**src/rtl/toggle_pulse_decoder.sv**
```systemverilog
// Turns a toggle-encoded event line into one registered pulse per transition.
// Events are counted, queued as a small pending count, and losses raise a sticky overflow.
module toggle_pulse_decoder #(
  parameter int CNT_W  = 8,
  parameter int PEND_W = 2
) (
  input  logic              clk,
  input  logic              rst,
  input  logic              tog_in,
  input  logic              evt_ack,
  input  logic              clr_ovf,
  output logic              tog_pulse,
  output logic              evt_valid,
  output logic [PEND_W-1:0] pending,
  output logic [CNT_W-1:0]  evt_count,
  output logic              ovf
);

  localparam logic [PEND_W-1:0] PEND_MAX = '1;

  logic              s1, s2, s3;
  logic [1:0]        warm;
  logic              armed;
  logic              detect;
  logic              ack_ok;
  logic [PEND_W-1:0] pending_nxt;
  logic              ovf_nxt;

  // A simultaneous detect and accepted ack cancel out; a new overflow beats clr_ovf.
  always_comb begin
    armed       = (warm == 2'd3);
    detect      = armed & (s2 ^ s3);
    ack_ok      = evt_ack & (pending != '0);
    pending_nxt = pending;
    ovf_nxt     = ovf;
    if (clr_ovf)
      ovf_nxt = 1'b0;
    if (detect && !ack_ok) begin
      if (pending == PEND_MAX)
        ovf_nxt = 1'b1;
      else
        pending_nxt = pending + 1'b1;
    end else if (!detect && ack_ok) begin
      pending_nxt = pending - 1'b1;
    end
  end

  // The warm-up counter keeps the synchroniser's reset-time contents from looking like an event.
  always_ff @(posedge clk or posedge rst) begin
    if (rst) begin
      s1        <= 1'b0;
      s2        <= 1'b0;
      s3        <= 1'b0;
      warm      <= 2'd0;
      tog_pulse <= 1'b0;
      evt_valid <= 1'b0;
      pending   <= '0;
      evt_count <= '0;
      ovf       <= 1'b0;
    end else begin
      s1        <= tog_in;
      s2        <= s1;
      s3        <= s2;
      if (warm != 2'd3)
        warm <= warm + 2'd1;
      tog_pulse <= detect;
      if (detect)
        evt_count <= evt_count + 1'b1;
      pending   <= pending_nxt;
      evt_valid <= (pending_nxt != '0);
      ovf       <= ovf_nxt;
    end
  end

endmodule

```
**config.mk**
```make
export PLATFORM = sky130hd
export DESIGN_NAME = toggle_pulse_decoder
export DESIGN_NICKNAME = d
export VERILOG_FILES = /design/src/rtl/toggle_pulse_decoder.sv
export SDC_FILE = /design/constraint.sdc
export NUM_CORES = 1
export LEC_CHECK = 0
export CORE_UTILIZATION = 38
export CTS_BUF_LIST = sky130_fd_sc_hd__clkbuf_8
export CTS_CLUSTER_SIZE = 28
export DETAILED_ROUTE_END_ITERATION = 12
export PLACE_DENSITY_LB_ADDON = 0.3
export SLEW_MARGIN = 20
export SYNTH_ARGS = -nofsm -noshare
export SYNTH_HDL_FRONTEND = slang
export SYNTH_SLANG_ARGS = --single-unit
```
**constraint.sdc**
```tcl
create_clock -name clk -period 1.43 [get_ports clk]
set_input_delay 0.286 -clock clk [delete_from_list [all_inputs] [get_ports clk]]
set_output_delay 0.286 -clock clk [all_outputs]
set_load 0.02 [all_outputs]
```
==> out/qor.yml, run 1 <==
global_routing:
  gr-total-overflow: 0
  grt_pass1_vias: 483
  use_met1_pct: 17.0
  grt_max_degree: 19
  grt_pass1_wl_mm: 2.00
  grtUsageMet2_pct: 19.7
  grt-busiest-layer: "met2"
  grtUsageMet3_pct: 3.40
  antenna_found_initial: 0
  grt.total_usage_pct: 12.5
routing:
  vias: 560
  wire_per_inst_um: 10.7
  viasPerCell: 4.48
  finalWirelength_mm: 1.34
  ant_nets: 0
  drc_errors: 0
  dr.pass1.iters: 2
  drt_iter0_markers: 5
sta:
  tightest_slew_ns: 0.258
  rsz0062_at_grt: "true"
  hold_viol: 0
  finalClockSkew_ns: 0.00386
  finalMaxSlewViolations: 0
  max_slew_margin_pct: 82.7
  finalSetupViolCount: 0
  min_period_over_period_pct: 96.5
  fin_ws_ns: 0.0494
  hold_ws_ns: 0.353
  min_period_ns: 1.38
  fmax_mhz: 724
critical_path:
  cp_slowest_cell: "dfrtp_2"
  rr_endpoint: "evt_valid"
  critical_path.n_buffers_inverters: 1
  crit_path_cell_trace: "inv_2 -> ha_4 -> nand2b_4 -> and3_4 -> o32ai_4 -> o21ai_2"
  cp-start-kind: "flip-flop"
  cp.arrival_ns: 1.51
  required_ns: 1.56
  cp_max_fo: 5
  r2r_cells: 6
  critical_path_class: "flip-flop to flip-flop"
  endpoint_kind: "flip-flop"
  crit_family: "flip-flops"
  r2r-start: "pending[1]"
  r2r_setup_slack_ns: 0.05
  slowest_delay_ns: 0.40
floorplanning:
  die_y_um: 48.0
  start_util_pct: 40.5
  fp.dieW_um: 48.0
  dieArea_um2: 2300
  core_um2: 1980
  row_count: 16
  io_pins: 18
placed_design:
  portBuffers: 17
  place_hpwl_mm: 1.01
  place_worst_setup_slack_ns: -0.102
  post_dp_cell_area_um2: 1110
  gp_congestion: 0.681
logic_synthesis:
  syn_inst: 66
  syn_nets: 76
  syn_area_per_cell_um2: 12.2
  ys.flop_type: "dfrtp_1"
  ys_types: 22
  async_flop_share_pct: 100
  ys_seq_area_share_pct: 56.1
  synth_edf_count: 0
  ys_warn_count: 0
  netlist_area_um2: 803
  ys_seq_elements: 18
cells_and_area:
  antennaDiodeCount: 0
  final_util_pct: 59.2
  stdcell_area_um2: 1170
  layout-drive-gt1-share_pct: 32.7
  fin_nets: 109
  area_growth_pct: 46.1
status:
  status: "finished clean"
power_and_ir_drop:
  p_sw_uw: 785
  leakage_nw: 0.549
  peakVddDrop_mv: 0.950
  pwr-share-seq_pct: 35.8
  power_mw: 2.13
  p_sw_share_pct: 37.0
  p_int_mw: 1.34
  combPwrFrac_pct: 48.2
  clkPwrFrac_pct: 15.9
  power.density_nw_per_um2: 1810
clock_tree:
  cts_htree_levels: 1
  clock_latency_ns: 0.24
  ctsHoldBuffers: 0
  clk_pin_slew_worst_paths_ns: 0.06
  clkSinkCount: 18
  clockBufferDepth: 2
  cts_root_buf: "clkbuf_8"
  cts_buffers: 3
  cts_tree: "done"
min_path:
  hold_end: "s2"
  hold_class: "flip-flop to flip-flop"
  min_from: "s1"
  hold_path_depth: 0
run:
  drv_cap: 0
==> what timing repair did <==
action,in CTS,in global routing
setup endpoints to repair,15,6
pin swaps,0,1
resized for setup,14,5
buffers inserted,0,2
==> Yosys cell counts (2+ instances only) <==
cell	n	share of area, %
nand2_1	7	3.3
dfrtp_1	18	56
xnor2_1	8	8.7
and3_1	2	1.6
ha_1	5	7.8
nand3_1	3	1.9
a21oi_1	2	1.2
and3_2	2	1.9
nand4_1	2	1.6
inv_1	5	2.3
==> routing by layer <==
layer  part of all wire, %  up-vias
li1                      -      287
met1                    50      259
met2                    47       12
met3                   3.0        2
met4                  0.67        0
met5                     0        -
==> how the worst max path moves through the flow <==
stage	start	end	slack, ns	cells past startpoint
global placement	evt_ack	pending[0]	-0.06	5
finish	pending[1]	evt_valid	0.05	6
CTS	pending[1]	pending[1]	0.03	6
floorplan	pending[0]	pending[0]	0.007	6
global route	pending[1]	evt_valid	-0.04	6
detailed placement	evt_ack	pending[0]	-0.10	5
==> through the flow <==
| stage | setup TNS [ns] | cells |
|---|---|---|
| final | 0 | 125 |
| after global placement | -0.129 | 119 |
| after floorplan | 0 | 66 |
| after detailed placement | -0.219 | 119 |
| after global routing | -0.0614 | 125 |
| after CTS | 0 | 123 |
==> registers in the layout (all words and copies together), names as in the netlist <==
| register | cells |
|---|---|
| evt_count | 8 |
| ovf | 1 |
| tog_pulse | 1 |
| s1 | 1 |
| evt_valid | 1 |
| s2 | 1 |
| pending | 2 |
| s3 | 1 |
| warm | 2 |
==> final cells by class <==
type / count / area [µm²]
tap: 27 / 33.8
clock inverter: 1 / 3.75
timing repair buffer: 28 / 238
fill: 166 / 808
sequential: 18 / 453
inverter: 6 / 22.5
clock buffer: 3 / 41.3
multi-input combinational: 42 / 382
==> power by group through the flow <==
stage	clock network [mW]	logic [mW]	registers (mW)
after global routing	0.373	1.13	0.782
after detailed placement	0	1.03	0.781
after floorplan	0	0.372	0.966
final	0.339	1.03	0.762
after global placement	0	1.02	0.777
after CTS	0.350	0.944	0.767
==> kinds of logic after synthesis <==
group	Yosys count	synth area share, %
adders and majority gates	5	7.79
and+or+nand+nor	19	12.9
xor gates and xnor gates	10	11.8
muxes	1	1.40
DFF	18	56.1
AOI/OAI and AO/OA	7	7.17
buffers and inverters	6	2.80
==> cells in the final DEF, fill, tap and decap left out, drive strengths merged <==
master and count:
ha 5, o32ai 1, nand4 2, inv 7, dlygate4sd2 12, nand3 3, clkdlybuf4s15 1, dfrtp 18
mux2 1, o21ai 2, a21oi 2, a221o 1, o31ai 1, clkdlybuf4s50 4, and3 4, nand2b 1
xnor2 8, nand2 8, nor3 1, buf 11, clkbuf 3, xor2 2
(Power assumes the default switching activity.)
==> inputs of run 2 (changes only) <==
- CAP_MARGIN: unset -> 20
- SETUP_SLACK_MARGIN: unset -> 0.02
==> run 2 against run 1 <==
  * Worst hold slack worse by 0.0012 ns
  * First-iteration DRC count is 40% higher
  * Via count is 0.18% lower
  * Die area stayed put
  * Critical path depth stayed put
  * Utilization is 0.88 points lower
==> out/qor.yml, run 2 (synthesis gave the netlist of run 1 again) <==
status:
  status: "finished clean"
run:
  drv_cap: 0  # unchanged
routing:
  drc_errors: 0  # unchanged
  vias: 559  # -0.18%
  ant_nets: 0  # unchanged
  finalWirelength_mm: 1.35  # +0.45%
  wire_per_inst_um: 10.9  # +2.1%
  drt_iter0_markers: 7  # +2
  viasPerCell: 4.54  # +1.4%
  dr.pass1.iters: 4  # +2
critical_path:
  slowest_delay_ns: 0.40  # about the same
  required_ns: 1.55  # about the same
  cp.arrival_ns: 1.50  # about the same
  cp-start-kind: "flip-flop"
  cp_slowest_cell: "dfrtp_2"
  endpoint_kind: "flip-flop"
  crit_family: "flip-flops"
  cp_max_fo: 5  # unchanged
  crit_path_cell_trace: "inv_2 -> ha_4 -> nand2b_4 -> and3_4 -> o32ai_4 -> a21oi_1"
  critical_path_class: "flip-flop to flip-flop"
  critical_path.n_buffers_inverters: 1  # unchanged
clock_tree:
  cts_root_buf: "clkbuf_8"
  ctsHoldBuffers: 0  # unchanged
  cts_htree_levels: 1  # unchanged
  clkSinkCount: 18  # unchanged
  clockBufferDepth: 2  # unchanged
  clock_latency_ns: 0.24  # about the same
  clk_pin_slew_worst_paths_ns: 0.06  # about the same
  cts_buffers: 3  # unchanged
  cts_tree: "done"
floorplanning:
  fp.dieW_um: 48.0  # unchanged
  row_count: 16  # unchanged
  dieArea_um2: 2300  # unchanged
  io_pins: 18  # unchanged
  die_y_um: 48.0  # unchanged
  start_util_pct: 40.5  # unchanged
  core_um2: 1980  # unchanged
cells_and_area:
  layout-drive-gt1-share_pct: 30.2  # -2.4 points
  stdcell_area_um2: 1160  # -1.5%
  mostFrequentLayoutCell: "dfrtp_1"
  antennaDiodeCount: 0  # unchanged
  final_util_pct: 58.3  # -0.88 points
  layout_common_cells: "dfrtp_1 (16), dlygate4sd2_1 (13), buf_4 (9)"
  fin_cells: 123  # -1.6%
  largest_register: "evt_count"
  fin_nets: 107  # -1.8%
  reg_top3: "evt_count x8, pending x2, warm x2"
  area_growth_pct: 43.9
  largest_reg_flops: 8  # unchanged
global_routing:
  grt-busiest-layer: "met2"
  antenna_found_initial: 0  # unchanged
  grt_max_degree: 19  # unchanged
  grt.total_usage_pct: 12.4  # -0.11 points
  grt_pass1_vias: 470  # -2.7%
  use_met1_pct: 15.5  # -1.5 points
  grtUsageMet2_pct: 19.7  # unchanged
  grtUsageMet3_pct: 3.77  # +0.38 points
  gr-total-overflow: 0  # unchanged
  grt_pass1_wl_mm: 1.95  # -2.8%
placed_design:
  gp_congestion: 0.704  # +3.3%
  dp.cells: 118  # -0.84%
  post_dp_cell_area_um2: 1100  # -0.68%
  portBuffers: 17  # unchanged
  place_hpwl_mm: 1.03  # +2.5%
  place_worst_setup_slack_ns: -0.0929  # +0.00919 ns
sta:
  fmax_mhz: 725  # +0.13%
  finalSetupViolCount: 0  # unchanged
  hold_viol: 0  # unchanged
  max_slew_margin_pct: 82.0  # -0.65 points
  hold_ws_ns: 0.352  # -0.00120 ns
  finalClockSkew_ns: 0.00316  # -0.000695 ns
  fin_ws_ns: 0.0513  # +0.00185 ns
  rsz0062_at_grt: "true"
  finalMaxSlewViolations: 0  # unchanged
  fin_setup_tns_ns: 0  # unchanged
  min_period_over_period_pct: 96.4  # -0.13 points
  min_period_ns: 1.38  # -0.00185 ns
  tightest_slew_ns: 0.268  # +0.00973 ns
power_and_ir_drop:
  pwr-share-seq_pct: 36.8  # +1.0 points
  peakVddDrop_mv: 0.771  # -19%
  power.density_nw_per_um2: 1810  # -0.33%
  leakage_nw: 0.539  # -1.8%
  p_int_mw: 1.31  # -2.3%
  clkPwrFrac_pct: 16.3  # +0.4 points
  combPwrFrac_pct: 46.9  # -1.3 points
  p_sw_share_pct: 37.3  # +0.31 points
  p_sw_uw: 778  # -0.99%
  power_mw: 2.09  # -1.8%
min_path:
  hold_class: "flip-flop to flip-flop"
[run 2: area by class of cell]
type	count	area, µm²
Fill cell	170	826
Sequential cell	18	453
Multi-Input combinational cell	42	378
Timing Repair Buffer	26	221
Clock buffer	3	41.3
Tap cell	27	33.8
Inverter	6	25.0
Clock inverter	1	3.75
[run 2: final timing paths]
kind / depth (start not counted) / slack, ns / endpoint / start
min reg2reg: 0 / 0.35 / s2 / s1
max in group asynchronous: 3 / 0.87 / pending[0] / rst
max: 6 / 0.05 / pending[0] / pending[1]
min in group asynchronous: 3 / 0.36 / evt_count[1] / rst
max reg2reg: 6 / 0.05 / pending[0] / pending[1]
min: 0 / 0.35 / s2 / s1
[run 2: power by group through the flow]
stage / sequential (mW) / clock [mW] / combinational (mW)
2_1_floorplan: 0.968 / 0 / 0.373
3_3_place_gp: 0.779 / 0 / 1.00
3_5_place_dp: 0.788 / 0 / 1.01
4_1_cts: 0.773 / 0.355 / 0.928
5_1_grt: 0.793 / 0.368 / 1.06
6_report: 0.768 / 0.340 / 0.979
[run 2: timing repair]
action	4_1_cts	5_1_grt
buffers inserted	0	1
pin swaps	0	2
setup endpoints to repair	16	7
gates resized for setup	14	3
[run 2: layer usage]
layer	wire [µm]	share of wire, %	vias to the layer above
met2	668	50	14
met3	52	3.9	2
met4	7	0.52	0
met1	617	46	258
met5	0	0	-
li1	-	-	285
==> inputs of run 3 (changes only) <==
- CELL_PAD_IN_SITES_DETAIL_PLACEMENT: unset -> 2
- CELL_PAD_IN_SITES_GLOBAL_PLACEMENT: unset -> 2
- CORE_UTILIZATION: 38 -> 30
- SKIP_LAST_GASP: unset -> 1
==> run 3 against run 2 <==
  * Clock skew grew 0.0044 ns
  * Non-clock buffer count grew 12
  * Clock power is 23% higher
  * Sequential share of layout area is 4.5 points lower
  * Die area rose by 26%
  * The run now ends with negative setup slack left
  * Global-route usage is 5.1 points higher
  * Via count rose by 16%
  * Setup slack got worse by 0.086 ns
  * Register-to-register slack worse by 0.09 ns
  * Critical path type unchanged
  * Combinational power increased by 21%
==> out/qor.yml, run 3 (synthesis gave the netlist of run 1 again) <==
sta:
  finalMaxSlewViolations: 0  # unchanged
  rsz0062_at_grt: "true"
  finalSetupViolCount: 5  # +5
  finalClockSkew_ns: 0.00756  # +0.00439 ns
  fmax_mhz: 683  # -5.8%
  tightest_slew_ns: 0.302  # +0.0344 ns
  min_period_ns: 1.46  # +0.0856 ns
  max_slew_margin_pct: 79.8  # -2.2 points
  min_period_over_period_pct: 102  # +6.0 points
  fin_ws_ns: -0.0344  # -0.0856 ns
  hold_viol: 0  # unchanged
  hold_ws_ns: 0.360  # +0.00779 ns
floorplanning:
  io_pins: 18  # unchanged
  row_count: 18  # +2
  die_y_um: 53.7  # +12%
  dieArea_um2: 2890  # +26%
  fp.dieW_um: 53.7  # +12%
  core_um2: 2500  # +26%
  start_util_pct: 32.1  # -8.4 points
clock_tree:
  clock_latency_ns: 0.26  # +0.02 ns
  clkSinkCount: 18  # unchanged
  clockBufferDepth: 2  # unchanged
  clk_pin_slew_worst_paths_ns: 0.07  # about the same
  cts_root_buf: "clkbuf_8"
  cts_htree_levels: 1  # unchanged
  cts_buffers: 3  # unchanged
  cts_tree: "done"
  ctsHoldBuffers: 0  # unchanged
power_and_ir_drop:
  p_int_mw: 1.45  # +11%
  combPwrFrac_pct: 50.2  # +3.3 points
  p_sw_share_pct: 38.2  # +0.93 points
  p_sw_uw: 898  # +16%
  power.density_nw_per_um2: 1800  # -0.14%
  clkPwrFrac_pct: 17.7  # +1.4 points
  pwr-share-seq_pct: 32.0  # -4.8 points
  peakVddDrop_mv: 0.821  # +6.5%
  leakage_nw: 0.613  # +14%
critical_path:
  cp.arrival_ns: 1.63  # +0.13 ns
  endpoint_kind: "flip-flop"
  cp.depth: 4  # -2
  critical_path_class: "flip-flop to flip-flop"
  r2r_cells: 4  # -2
  crit_family: "compound AO/OA/AOI/OAI gates"
  crit_path_cell_trace: "xor2_2 -> nand2_2 -> a221o_1 -> o31ai_2"
  r2r-start: "s3"
  required_ns: 1.59  # +0.04 ns
  rr_endpoint: "pending[1]"
  slowest_delay_ns: 0.42  # +0.02 ns
  cp-start-kind: "flip-flop"
  critical_path.n_buffers_inverters: 0  # -1
  cp_slowest_cell: "dfrtp_1"
  r2r_setup_slack_ns: -0.03  # -0.09 ns
  cp_max_fo: 4  # -1
global_routing:
  grt_pass1_wl_mm: 3.44  # +77%
  use_met1_pct: 20.1  # +4.6 points
  grtUsageMet2_pct: 30.9  # +11 points
  gr-total-overflow: 0  # unchanged
  grt-busiest-layer: "met2"
  grtUsageMet3_pct: 5.93  # +2.2 points
  grt.total_usage_pct: 17.5  # +5.1 points
  grt_max_degree: 19  # unchanged
  antenna_found_initial: 0  # unchanged
  grt_pass1_vias: 699  # +49%
cells_and_area:
  largest_register: "evt_count"
  reg_top3: "evt_count x8, pending x2, warm x2"
  layout_common_cells: "buf_4 (19), dfrtp_1 (16), dlygate4sd2_1 (13)"
  layout-drive-gt1-share_pct: 42.6  # +12 points
  area_growth_pct: 62.5
  antennaDiodeCount: 0  # unchanged
  mostFrequentLayoutCell: "buf_4"
  fin_nets: 119  # +11%
  largest_reg_flops: 8  # unchanged
  final_util_pct: 52.2  # -6.1 points
status:
  status: "complete, but fails checks"
  violations: "negative setup slack"
min_path:
  hold_class: "primary input to asynchronous set/reset pin"
routing:
  dr.pass1.iters: 1  # -3
  finalWirelength_mm: 2.27  # +68%
  drt_iter0_markers: 0  # -7
  viasPerCell: 4.69  # +3.2%
  ant_nets: 0  # unchanged
  wire_per_inst_um: 16.4  # +50%
  vias: 647  # +16%
  drc_errors: 0  # unchanged
run:
  drv_cap: 0  # unchanged
placed_design:
  place_hpwl_mm: 1.47  # +42%
  gp_congestion: 0.694  # -1.4%
  portBuffers: 17  # unchanged
==> run 3: worst max-delay path by stage <==
stage / start / to
after floorplan: pending[0] / pending[0]
final: s3 / pending[1]
after global placement: evt_ack / pending[0]
after global routing: s3 / pending[1]
after detailed placement: evt_ack / pending[0]
after CTS: warm[0] / pending[0]
==> run 3: power groups by stage <==
stage	clock (mW)	combinational (mW)	sequential, mW
2_1_floorplan	0	0.373	0.968
3_3_place_gp	0	1.05	0.778
3_5_place_dp	0	1.09	0.786
4_1_cts	0.421	1.06	0.769
5_1_grt	0.453	1.28	0.773
6_report	0.417	1.18	0.754
==> run 3: final cells by class <==
| type | instances | area, µm² |
|---|---|---|
| Clock buffer | 4 | 55.1 |
| Tap cell | 30 | 37.5 |
| Timing Repair Buffer | 38 | 328 |
| Inverter | 6 | 25.0 |
| Fill cell | 257 | 1190 |
| Multi-Input combinational cell | 42 | 407 |
| Sequential cell | 18 | 453 |
==> run 3: what timing repair did <==
item                       4_1_cts  5_1_grt
hold endpoints to repair         0        0
buffers inserted                 4        5
gates resized for setup         15        8
pin swaps                        3       10
setup endpoints to repair       17       10
==> run 3: per-stage QoR <==
stage / setup TNS (ns) / total power, mW / worst slack (ns) / cells / area [µm²]
2_1_floorplan: 0 / 1.34 / 0.0185 / 66 / 835
3_3_place_gp: -0.113 / 1.83 / -0.0531 / 125 / 1130
3_5_place_dp: -0.237 / 1.88 / -0.104 / 125 / 1130
4_1_cts: 0 / 2.25 / 0.0164 / 133 / 1230
5_1_grt: -0.431 / 2.51 / -0.0989 / 138 / 1310
6_report: -0.0748 / 2.35 / -0.0344 / 138 / 1310
==> run 3: worst min-delay path: cells and delay by family <==
kind,cells,cell delay [ns]
buf+inv,3,0.71
==> run 3: routing by layer <==
metal  vias up  part of all wire (%)
li1        305                     -
met1       328                    43
met2        11                    53
met3         3                   3.2
met4         0                  0.49
met5         -                     0
